$ cat src/rtl/stack_unit.sv
// LIFO stack for the pipelined core. Pops read the top entry combinationally
// and pushes become visible one cycle later. Sticky overflow/underflow flags aid debug.
`timescale 1ns/1ps
module stack_unit #(
  parameter int WIDTH = 16,
  parameter int DEPTH = 16,
  parameter int CW    = $clog2(DEPTH + 1)
) (
  input  logic             clk,
  input  logic             reset,
  input  logic             pushEn,
  input  logic             popEn,
  input  logic [WIDTH-1:0] data_in,
  input  logic             clr_err,
  output logic [WIDTH-1:0] data_out,
  output logic             stackFull,
  output logic             stackEmpty,
  output logic [CW-1:0]    count,
  output logic             overflow,
  output logic             underflow
);

  localparam int          AW      = (DEPTH > 1) ? $clog2(DEPTH) : 1;
  localparam logic [CW-1:0] DEPTH_C = CW'(DEPTH);
  localparam logic [CW-1:0] ONE_C   = CW'(1);

  typedef enum logic [1:0] {
    OP_NONE    = 2'b00,
    OP_POP     = 2'b01,
    OP_PUSH    = 2'b10,
    OP_REPLACE = 2'b11
  } op_e;

  logic [CW-1:0]    sp_q, sp_d;
  logic             overflow_q, overflow_d;
  logic             underflow_q, underflow_d;
  logic [WIDTH-1:0] mem_q [DEPTH];

  logic             full, empty;
  logic             wr_en;
  logic [AW-1:0]    wr_idx;
  logic [AW-1:0]    top_idx;
  op_e              op;

  assign full    = (sp_q == DEPTH_C);
  assign empty   = (sp_q == '0);
  assign top_idx = AW'(sp_q - ONE_C);
  assign op      = op_e'({pushEn, popEn});

  // NOTE: every signal written here gets a default first, so no path leaves
  // it unassigned and no latch is inferred.
  always_comb begin
    sp_d        = sp_q;
    overflow_d  = clr_err ? 1'b0 : overflow_q;
    underflow_d = clr_err ? 1'b0 : underflow_q;
    wr_en       = 1'b0;
    wr_idx      = AW'(sp_q);

    unique case (op)
      OP_PUSH: begin
        if (full) begin
          overflow_d = 1'b1;
        end else begin
          wr_en = 1'b1;
          sp_d  = sp_q + ONE_C;
        end
      end
      OP_POP: begin
        if (empty) underflow_d = 1'b1;
        else       sp_d        = sp_q - ONE_C;
      end
      OP_REPLACE: begin
        wr_en = 1'b1;
        if (empty) begin
          // The pop is refused, but the push still lands in slot 0.
          underflow_d = 1'b1;
          wr_idx      = '0;
          sp_d        = ONE_C;
        end else begin
          wr_idx = top_idx;
        end
      end
      default: ;
    endcase

    // Edges sampled while reset is high are discarded.
    if (reset) wr_en = 1'b0;
  end

  // NOTE: sequential state uses non-blocking assignments so that every flop
  // samples pre-edge values regardless of statement order.
  always_ff @(posedge clk or posedge reset) begin
    if (reset) begin
      sp_q        <= '0;
      overflow_q  <= 1'b0;
      underflow_q <= 1'b0;
    end else begin
      sp_q        <= sp_d;
      overflow_q  <= overflow_d;
      underflow_q <= underflow_d;
    end
  end

  // NOTE: the storage array has no reset. Entries at or above sp are never
  // observed, so clearing them would only cost reset fan-out.
  always_ff @(posedge clk) begin
    if (wr_en) mem_q[wr_idx] <= data_in;
  end

  assign data_out   = empty ? '0 : mem_q[top_idx];
  assign stackFull  = full;
  assign stackEmpty = empty;
  assign count      = sp_q;
  assign overflow   = overflow_q;
  assign underflow  = underflow_q;

  sp_in_range: assert property (@(posedge clk) disable iff (reset) sp_q <= DEPTH_C);

endmodule
$ cat config.mk
export PLATFORM = sky130hd
export DESIGN_NAME = stack_unit
export DESIGN_NICKNAME = d
export VERILOG_FILES = /design/src/rtl/stack_unit.sv
export SDC_FILE = /design/constraint.sdc
export NUM_CORES = 1
export LEC_CHECK = 0
export ABC_CLOCK_PERIOD_IN_PS = 4100
export CAP_MARGIN = 25
export CORE_ASPECT_RATIO = 1.25
export CORE_MARGIN = 2
export CORE_UTILIZATION = 51
export DETAILED_ROUTE_END_ITERATION = 6
export PLACE_DENSITY = 0.69
export SLEW_MARGIN = 20
export SYNTH_ARGS = -nofsm -noshare
export SYNTH_HDL_FRONTEND = slang
export SYNTH_SLANG_ARGS = --single-unit
$ cat constraint.sdc
create_clock -name clk -period 4.1 [get_ports clk]
set_clock_uncertainty 0.1 [all_clocks]
set_input_delay 0.82 -clock clk [delete_from_list [all_inputs] [get_ports clk]]
set_output_delay 0.82 -clock clk [all_outputs]
set_load 0.1 [all_outputs]
==> results of run 1 <==
## kinds of logic after synthesis
logic type	count (synthesis)	synth area share, %
flops	263	74.7
fa+ha+maj	3	0.357
buf+inv	39	1.88
simple gates	48	2.69
mux	99	17.1
compound gates	49	3.18
xor+xnor	1	0.0833
## per-layer routing
layer | GRT usage (%) | wire, um | vias up
met1 | 28.0 | 8840 | 2689
met3 | 2.98 | 1100 | 56
li1 | - | - | 2264
met2 | 34.7 | 11100 | 173
met4 | 8.75 | 845 | 0
met5 | 0 | 0 | -
## worst max-delay path, cell delays in order (launching register included)
cell     delay [ns]
dfrtp_2        0.45
inv_1          0.15
ha_2           0.41
buf_12         0.34
mux4_2         0.38
mux2i_1        0.30
o22ai_2        0.19
buf_12         0.21
## cells in the final DEF, fill, tap and decap left out, types with 3 or more instances in the layout
cell type        instances
a21oi_1                  6
a31oi_1                  4
buf_12                  18
buf_4                   31
bufinv_16                5
clkbuf_1                 4
clkbuf_16               25
clkdlybuf4s50_1         26
clkinv_1                 4
clkinv_2                 4
dfrtp_1                  5
edfxtp_1               256
inv_1                    9
mux2i_1                 34
mux4_2                  64
nand2_1                  5
nand2b_1                 3
nor2_2                  12
nor3_2                   4
o21ai_0                  4
o22ai_1                  4
o22ai_2                  3
o22ai_4                 13
## registers in the layout, indices dropped and copies added (netlist names)
name and count:
count 5, overflow 1, underflow 1, mem_q 256
## stage by stage
stage          setup WS (ns)  utilization [%]  cell area, um2
2_1_floorplan        -0.0663                -           10800
3_3_place_gp           0.510             58.6           11800
3_5_place_dp           0.511             58.6           11800
4_1_cts               0.0236             62.8           12700
5_1_grt               0.0669             62.8           12700
6_report               0.174             62.8           12700
## area by class of cell
cell class                 count  area [um2]
clock inverter                15         201
multi-input combinational    200        2720
tap                          270         338
clock buffer                  29         641
sequential                   263        7870
timing repair buffer          76         865
fill                        1422        7500
inverter                      10        50.0
## path summary, 6_finish.rpt
kind,startpoint,to,depth (start not counted)
setup / recovery,count[1],data_out[3],7
hold / removal,overflow,overflow,2
hold reg to reg,overflow,overflow,2
setup reg to reg,count[0],mem_q[7][2],8
max in group asynchronous,reset,count[0],2
min in group asynchronous,reset,count[3],2
## repair_timing
action	in CTS	in global routing
pin swaps	0	0
gates resized for setup	2	1
setup endpoints to repair	6	8
==> report_table.html, run 1 <==
<table>
<tr><th>Metric</th><th>Value</th></tr>
<tr><th colspan="2">Setup path</th></tr>
<tr><td>Crit path launch type</td><td>register</td></tr>
<tr><td>Endpoint kind of the worst setup timing path</td><td>output port</td></tr>
<tr><td>CP Data Required Time</td><td>3.18 ns</td></tr>
<tr><td>Worst-path maximum fanout</td><td>68</td></tr>
<tr><td>Arrival time reported for the critical path endpoint</td><td>3.01 ns</td></tr>
<tr><td>Slack of the worst reg-to-reg path</td><td>1.05 ns</td></tr>
<tr><td>Kind of critical path</td><td>reg2out</td></tr>
<tr><th colspan="2">CTS</th></tr>
<tr><td>Number of buffers inserted for hold repair after clock tree synthesis</td><td>0</td></tr>
<tr><td>Clock tree from TritonCTS</td><td>done</td></tr>
<tr><td>Buffer levels on the longest clock path</td><td>3</td></tr>
<tr><td>Number of CTS-inserted buffers</td><td>25</td></tr>
<tr><td>CTS clk-pin slew, worst paths</td><td>0.06 ns</td></tr>
<tr><td>Post-CTS setup buffers</td><td>0</td></tr>
<tr><td>H-tree level count</td><td>1</td></tr>
<tr><td>Sinks on Clock Net</td><td>263</td></tr>
<tr><td>Insertion delay to the later sink of the worst-skew pair</td><td>0.51 ns</td></tr>
<tr><td>Root Driver</td><td>clkbuf_16</td></tr>
<tr><th colspan="2">Yosys</th></tr>
<tr><td>Largest cells by area after synthesis</td><td>edfxtp_1, mux4_2, mux2i_1, dfrtp_1, o22ai_1</td></tr>
<tr><td>FF+latch count, synth</td><td>263</td></tr>
<tr><td>Netlist area before placement</td><td>0.0105 mm2</td></tr>
<tr><td>Most common library cells after synthesis</td><td>edfxtp_1, mux4_2, mux2i_1, o22ai_1, nor2_1</td></tr>
<tr><td>Post-synth top area share</td><td>73.1%</td></tr>
<tr><td>Nets in the synthesized netlist</td><td>526</td></tr>
<tr><td>Register area share after synthesis</td><td>74.7%</td></tr>
<tr><td>Top_reg_cell synth</td><td>edfxtp_1</td></tr>
<tr><td>Number of warning messages in the yosys log</td><td>0</td></tr>
<tr><td>Cell with the most instances after synthesis</td><td>edfxtp_1</td></tr>
<tr><td>Average footprint of a synthesized cell</td><td>21.0 um2</td></tr>
<tr><td>Largest area contributor in the synthesized netlist</td><td>edfxtp_1</td></tr>
<tr><td>Post-synthesis cell type count</td><td>51</td></tr>
<tr><td>Number of cells produced by synthesis</td><td>502</td></tr>
<tr><td>EDFF count, synth</td><td>256</td></tr>
<tr><td>Share of synthesized flip-flops with an asynchronous set or reset</td><td>2.66%</td></tr>
<tr><th colspan="2">STA</th></tr>
<tr><td>Sum of negative setup slack</td><td>0 ns</td></tr>
<tr><td>Max-slew violation count</td><td>0</td></tr>
<tr><td>Transition time of the tightest slew-check pin</td><td>0.984 ns</td></tr>
<tr><td>Clock period minus final worst setup slack</td><td>3.93 ns</td></tr>
<tr><td>Portion of the clock cycle consumed by the worst path in the final layout</td><td>95.8%</td></tr>
<tr><td>Final setup viols</td><td>0</td></tr>
<tr><td>Setup repair after global routing missed its margin</td><td>false</td></tr>
<tr><td>Worst relative slew slack</td><td>34.2%</td></tr>
<tr><td>Achievable clock frequency</td><td>255 MHz</td></tr>
<tr><td>Post-route worst hold slack</td><td>0.438 ns</td></tr>
<tr><td>Hold violation count in the final report</td><td>0</td></tr>
<tr><th colspan="2">Finish</th></tr>
<tr><td>Number of nets in the final layout</td><td>600</td></tr>
<tr><td>Antenna diode instance count</td><td>0</td></tr>
<tr><td>Final non-filler cell total</td><td>863</td></tr>
<tr><td>Area added between synthesis and finish</td><td>20.5%</td></tr>
<tr><td>Layout cell share with drive strength beyond 1</td><td>32.9%</td></tr>
<tr><th colspan="2">Floorplanning</th></tr>
<tr><td>Boundary Pins</td><td>46</td></tr>
<tr><td>Number of placement rows</td><td>58</td></tr>
<tr><td>Horiz. Die Dim</td><td>132 um</td></tr>
<tr><td>Die ar.</td><td>0.0218 mm2</td></tr>
<tr><td>Die Y</td><td>165 um</td></tr>
<tr><td>Core region area</td><td>0.0202 mm2</td></tr>
<tr><td>Initial core utilization</td><td>52.1%</td></tr>
<tr><th colspan="2">Worst hold path</th></tr>
<tr><td>Path class of the lowest-slack min-delay path</td><td>reg2reg</td></tr>
<tr><th colspan="2">Route</th></tr>
<tr><td>Total number of vias</td><td>5182</td></tr>
<tr><td>Detailed Route WL</td><td>21.9 mm</td></tr>
<tr><td>Number of remaining DRC errors</td><td>0</td></tr>
<tr><td>Average wire per cell in the routed design</td><td>25.4 um</td></tr>
<tr><td>Initial DRC count</td><td>457</td></tr>
<tr><td>Vias per inst</td><td>6.00</td></tr>
<tr><td>Number of nets with antenna violations after detailed routing</td><td>0</td></tr>
<tr><td>Drt first pass iters</td><td>4</td></tr>
<tr><th colspan="2">Place</th></tr>
<tr><td>Placed cells</td><td>819</td></tr>
<tr><td>Gpl congestion</td><td>0.901</td></tr>
<tr><td>Placed wire-length estimate</td><td>13.7 mm</td></tr>
<tr><td>Number of buffers inserted by port buffering</td><td>45</td></tr>
<tr><th colspan="2">Outcome</th></tr>
<tr><td>Run status</td><td>finished clean</td></tr>
<tr><th colspan="2">Global route</th></tr>
<tr><td>Maximum number of pins on one net before global-route repair</td><td>69</td></tr>
<tr><td>Remaining global-route overflow</td><td>0</td></tr>
<tr><td>Number of antenna violations at the first check in global routing</td><td>0</td></tr>
<tr><td>Overall track demand over capacity in global routing</td><td>20.8%</td></tr>
<tr><td>Vias in the first global route</td><td>5518</td></tr>
<tr><td>Global-route wire length before repair</td><td>33.3 mm</td></tr>
<tr><th colspan="2">Flow run</th></tr>
<tr><td>Max cap viols</td><td>0</td></tr>
</table>
Power of run 1 is left out: the tool's default activity adds up to more than one toggle a clock period on the data nets, which glitch-free logic cannot reach.
==> inputs of run 2 (changes only) <==
--- a/config.mk
+++ b/config.mk
@@ -11,6 +11,7 @@
 export CORE_MARGIN = 2
 export CORE_UTILIZATION = 51
 export DETAILED_ROUTE_END_ITERATION = 6
+export GPL_ROUTABILITY_DRIVEN = 1
 export PLACE_DENSITY = 0.69
 export SLEW_MARGIN = 20
 export SYNTH_ARGS = -nofsm -noshare
==> results of run 2 <==
The final DEF is identical to that of run 1; final timing and power are the same.
Power of run 2 is left out for the same reason.
==> inputs of run 3 (changes only) <==
--- a/config.mk
+++ b/config.mk
@@ -5,7 +5,7 @@
 export SDC_FILE = /design/constraint.sdc
 export NUM_CORES = 1
 export LEC_CHECK = 0
-export ABC_CLOCK_PERIOD_IN_PS = 4100
+export ABC_CLOCK_PERIOD_IN_PS = 3840
 export CAP_MARGIN = 25
 export CORE_ASPECT_RATIO = 1.25
 export CORE_MARGIN = 2
==> constraint.sdc (replaced) <==
create_clock -name clk -period 3.84 [get_ports clk]
set_clock_uncertainty 0.1 [all_clocks]
set_input_delay 0.768 -clock clk [delete_from_list [all_inputs] [get_ports clk]]
set_output_delay 0.768 -clock clk [all_outputs]
set_load 0.1 [all_outputs]
==> report_table.html, run 3 (synthesized netlist as in run 1, its figures left out) <==
<table>
<tr><th>Metric</th><th>Value</th></tr>
<tr><th colspan="2">Outcome</th></tr>
<tr><td>Run status</td><td>finished clean</td></tr>
<tr><th colspan="2">Setup path</th></tr>
<tr><td>Kind of critical path</td><td>reg2out</td></tr>
<tr><td>Cells along the critical path</td><td>clkinvlp_4 &gt; ha_2 &gt; buf_12 &gt; mux4_2 &gt; mux2i_1 &gt; o22ai_4 &gt; buf_12</td></tr>
<tr><td>Cell repeated most along the worst path</td><td>buf_12</td></tr>
<tr><td>CP Data Required Time</td><td>2.97 ns</td></tr>
<tr><td>Worst-path maximum fanout</td><td>40</td></tr>
<tr><td>Arrival time reported for the critical path endpoint</td><td>2.87 ns</td></tr>
<tr><td>Crit path launch type</td><td>register</td></tr>
<tr><td>Endpoint kind of the worst setup timing path</td><td>output port</td></tr>
<tr><td>Slowest-stage cell, CP</td><td>dfrtp_4</td></tr>
<tr><td>Delay contributed by the slowest stage of the critical path</td><td>0.49 ns</td></tr>
<tr><th colspan="2">Route</th></tr>
<tr><td>Average wire per cell in the routed design</td><td>25.1 um</td></tr>
<tr><td>Number of remaining DRC errors</td><td>0</td></tr>
<tr><td>Drt first pass iters</td><td>5</td></tr>
<tr><td>Vias per inst</td><td>6.02</td></tr>
<tr><td>Initial DRC count</td><td>435</td></tr>
<tr><td>Number of nets with antenna violations after detailed routing</td><td>0</td></tr>
<tr><td>Detailed Route WL</td><td>21.8 mm</td></tr>
<tr><td>Total number of vias</td><td>5220</td></tr>
<tr><th colspan="2">Global route</th></tr>
<tr><td>Maximum number of pins on one net before global-route repair</td><td>71</td></tr>
<tr><td>Overall track demand over capacity in global routing</td><td>21.1%</td></tr>
<tr><td>Vias in the first global route</td><td>5610</td></tr>
<tr><td>Global-route wire length before repair</td><td>34.0 mm</td></tr>
<tr><td>Number of antenna violations at the first check in global routing</td><td>0</td></tr>
<tr><td>Remaining global-route overflow</td><td>0</td></tr>
<tr><th colspan="2">CTS</th></tr>
<tr><td>CTS clk-pin slew, worst paths</td><td>0.06 ns</td></tr>
<tr><td>Clock tree from TritonCTS</td><td>done</td></tr>
<tr><td>Buffer levels on the longest clock path</td><td>3</td></tr>
<tr><td>Number of CTS-inserted buffers</td><td>26</td></tr>
<tr><td>Root Driver</td><td>clkbuf_16</td></tr>
<tr><td>H-tree level count</td><td>1</td></tr>
<tr><td>Sinks on Clock Net</td><td>263</td></tr>
<tr><td>Insertion delay to the later sink of the worst-skew pair</td><td>0.53 ns</td></tr>
<tr><td>Number of buffers inserted for hold repair after clock tree synthesis</td><td>0</td></tr>
<tr><th colspan="2">Floorplanning</th></tr>
<tr><td>Horiz. Die Dim</td><td>132 um</td></tr>
<tr><td>Boundary Pins</td><td>46</td></tr>
<tr><td>Number of placement rows</td><td>58</td></tr>
<tr><td>Die Y</td><td>165 um</td></tr>
<tr><td>Core region area</td><td>0.0202 mm2</td></tr>
<tr><td>Die ar.</td><td>0.0218 mm2</td></tr>
<tr><td>Initial core utilization</td><td>52.1%</td></tr>
<tr><th colspan="2">Worst hold path</th></tr>
<tr><td>Path class of the lowest-slack min-delay path</td><td>in2async</td></tr>
<tr><th colspan="2">Finish</th></tr>
<tr><td>Largest register by flop count</td><td>mem_q</td></tr>
<tr><td>Final non-filler cell total</td><td>867</td></tr>
<tr><td>Number of flip-flops under the largest register name</td><td>256</td></tr>
<tr><td>Layout cell share with drive strength beyond 1</td><td>34.2%</td></tr>
<tr><td>Leading cell types in the layout, fill and taps excluded</td><td>edfxtp_1, mux4_2, mux2i_1, clkbuf_16, buf_4</td></tr>
<tr><td>Post-route core utilization</td><td>63.4%</td></tr>
<tr><td>Final instance area</td><td>0.0128 mm2</td></tr>
<tr><td>Most common library cell in the layout ignoring fill and taps</td><td>edfxtp_1</td></tr>
<tr><td>Fill cell count</td><td>1426</td></tr>
<tr><td>Area added between synthesis and finish</td><td>21.6%</td></tr>
<tr><td>Seq. cell area</td><td>0.00787 mm2</td></tr>
<tr><td>Number of nets in the final layout</td><td>601</td></tr>
<tr><td>Area of combinational cells with multiple inputs</td><td>0.00275 mm2</td></tr>
<tr><td>Antenna diode instance count</td><td>0</td></tr>
<tr><th colspan="2">STA</th></tr>
<tr><td>Final setup margin</td><td>0.103 ns</td></tr>
<tr><td>Hold violation count in the final report</td><td>0</td></tr>
<tr><td>Worst relative slew slack</td><td>34.0%</td></tr>
<tr><td>Max-slew violation count</td><td>0</td></tr>
<tr><td>Transition time of the tightest slew-check pin</td><td>0.987 ns</td></tr>
<tr><td>Setup repair after global routing missed its margin</td><td>true</td></tr>
<tr><td>Achievable clock frequency</td><td>268 MHz</td></tr>
<tr><td>Portion of the clock cycle consumed by the worst path in the final layout</td><td>97.3%</td></tr>
<tr><td>Final setup viols</td><td>0</td></tr>
<tr><td>Clock period minus final worst setup slack</td><td>3.74 ns</td></tr>
<tr><th colspan="2">Place</th></tr>
<tr><td>Number of buffers inserted by port buffering</td><td>45</td></tr>
<tr><td>Cell area after placement</td><td>0.0119 mm2</td></tr>
<tr><td>Gpl congestion</td><td>0.822</td></tr>
<tr><td>Worst setup slack before clock tree synthesis</td><td>0.328 ns</td></tr>
<tr><td>Placed wire-length estimate</td><td>12.7 mm</td></tr>
<tr><td>Placed cells</td><td>819</td></tr>
<tr><th colspan="2">Flow run</th></tr>
<tr><td>Max cap viols</td><td>0</td></tr>
</table>
==> run 3: cell types whose count changed in the layout (fill, tap and decap cells not counted), sizes merged <==
cell	before	now
clkinvlp	1	2
clkdlybuf4s50	26	24
clkbuf	29	32
buf	50	52
bufinv	5	3
inv	10	9
clkinv	9	12
==> run 3: stage by stage <==
stage | setup TNS (ns) | hold slack (ns)
3_5_place_dp | 0 | 0.439
3_3_place_gp | 0 | 0.419
4_1_cts | 0 | 0.437
2_1_floorplan | -13.85 | 0.471
6_report | 0 | 0.443
5_1_grt | -0.0239 | 0.446
==> run 3: cell type report <==
type	instances	area share, %
Inverter	10	0.420
Timing Repair Buffer	76	7.30
Clock inverter	16	1.23
Multi-Input combinational cell	200	21.5
Tap cell	270	2.64
Clock buffer	32	5.43
Sequential cell	263	61.5
==> run 3: worst max-delay path, delay by kind of cell (launching register included) <==
kind	cells	cell delay, ns
compound gates	1	0.14
fa+ha+maj	1	0.41
buf+inv	3	0.62
flops	1	0.49
mux	2	0.66
==> run 3: final timing paths <==
check                               from      endpoint  cells past startpoint  slack, ns
worst max-delay path            count[0]  data_out[15]                      7       0.10
worst min-delay path               reset     underflow                      2       0.44
worst max register to register  count[1]  mem_q[5][11]                      8       0.67
worst min register to register  overflow      overflow                      2       0.44
max in group asynchronous          reset      count[1]                      2       2.95
min in group clk                overflow      overflow                      2       0.44
==> run 3: routing by layer <==
| metal | global-route usage [%] | wire length, um | share of wire, % |
|---|---|---|---|
| met1 | 28.6 | 8860 | 41 |
| met4 | 4.84 | 327 | 1.5 |
| met2 | 36.5 | 11300 | 52 |
| met5 | 0 | 0 | 0 |
| met3 | 3.44 | 1330 | 6.1 |
==> run 3: timing repair <==
| action | CTS | global route |
|---|---|---|
| resized for setup | 6 | 7 |
| buffers inserted | 0 | 0 |
| setup endpoints to repair | 16 | 10 |
Power of run 3 is left out for the same reason.
==> RTL change, RTL diff (flow settings as in run 1) <==
`sp_q` no longer has a reset.
--- a/src/rtl/stack_unit.sv
+++ b/src/rtl/stack_unit.sv
@@ -93,3 +93,2 @@
     if (reset) begin
-      sp_q        <= '0;
       overflow_q  <= 1'b0;
@@ -97,3 +96,2 @@
     end else begin
-      sp_q        <= sp_d;
       overflow_q  <= overflow_d;
@@ -101,2 +99,6 @@
     end
+  end
+
+  always_ff @(posedge clk) begin
+    sp_q <= sp_d;
   end
Function: changed (Yosys sat finds a counterexample within 4 cycles, from zero or initial values and one cycle with reset high).
==> RTL change against run 1 <==
  * Sequential cell count did not move
  * Cell area shrank 0.94%
  * Critical path type unchanged
  * Setup slack improved by 0.030 ns
  * Synthesized area is 0.95% lower
  * Register-to-register slack gained 0.21 ns
  * Wire length is 1.9% lower
  * Critical endpoint is now data_out[15]
  * Synthesized cell count shrank 3.0%
==> RTL change: results (changes against run 1) <==
stage;metric;value;unit;change
outcome;status;finished, final reports clean;;
worst_setup_path;crit_family;multiplexers;;
final_layout;regArea;7888;µm²;+0.25%
timing;max_freq;0.2567;GHz;+0.76%
placement;gp_congestion;0.7718;;-14%
final_layout;nets;587;;-2.2%
worst_setup_path;endpoint;data_out[15];;
placement;place_inst;804;;-1.8%
global_routing;grt_pass1_vias;5358;;-2.9%
global_routing;grt.overflow.total;0;;unchanged
synth;synth-async-reset-ratio;0.7605;%;-1.9 points
drt;firstDrtPassIters;5;;+1
synth;synthesis.nets;511;;-2.9%
worst_setup_path;worstSetupStartpoint;count[0];;
hold_path;hp-class;input port to async pin;;
global_routing;grt_use_total;20.65;%;-0.20 points
final_layout;nFillCells;1386;;-2.5%
worst_setup_path;regToRegSetupSlack;1.26;ns;+0.21 ns
synth;netlist-cell-type-count;40;;-22%
placement;dp_hpwl;13.38;mm;-2.0%
worst_setup_path;cpMaxStageDelayCell;edfxtp_1;;
synth;syn_inst;487;;-3.0%
worst_setup_path;rr_endpoint;mem_q[1][8];;
final_layout;num_antenna_cells;0;;unchanged
placement;postPlaceCellArea;11780;µm²;-0.43%
global_routing;grt_pass1_wl;32.93;mm;-1.2%
placement;pre_cts_ws;0.4772;ns;-0.03407 ns
synth;synth_edf_count;261;;+2.0%
drt;drt-vias-per-instance;5.964;;-0.68%
global_routing;grt_max_degree;42;;-39%
timing;slew_headroom;33.83;%;-0.37 points
worst_setup_path;cp_data_arrival_time;2.98;ns;-0.03 ns
synth;synth_area_leaders;edfxtp_1 75%, mux4_2 14%, mux2i_1 3.2%;;
final_layout;drive_gt1_share;33.05;%;+0.16 points
synth;synth_common_cells;261 x edfxtp_1, 64 x mux4_2, 33 x mux2i_1;;
power_and_ir_drop;p_total;6.782;mW;
synth;ys_seq_area_share;75.70;%;+0.96 points
timing;hold_slack;0.3892;ns;-0.04844 ns
drt;drt_wl_total;21.47;mm;-1.9%
drt;first_iter_violations;427;;-6.6%
worst_setup_path;crit_fanout;17;;-75%
final_layout;layoutNonFillerInstCount;851;;-1.4%
[RTL change: area by class of cell]
cell class              instances  share of cell area [%]
multi-input cells             188                   21.04
clock buffers                  31                   5.241
clock inverters                14                  0.7771
repair buffers                 80                   7.293
inverters                       5                  0.1494
well taps                     270                   2.690
flip-flops and latches        263                   62.81
[RTL change: kinds of logic after synthesis]
family	Yosys count	synth area share (%)
AOI/OAI and AO/OA	37	2.330
xor gates and xnor gates	3	0.2522
adders and majority gates	3	0.3603
buffers and inverters	36	1.801
DFF	263	75.70
muxes	97	17.00
and+or+nand+nor	48	2.558
[RTL change: layer usage]
layer  GRT usage (%)  wire, µm  share of wire, %  vias up
li1                -         -                 -     2204
met1           27.68      8747                41     2674
met2           35.79     10990                51      166
met3           2.469      1106               5.2       31
met4           6.868       631               2.9        0
met5               0         0                 0        -
[RTL change: timing repair]
item,4_1_cts,5_1_grt
gates resized for setup,1,1
buffers inserted,0,2
setup endpoints to repair,10,14
cloned,0,0
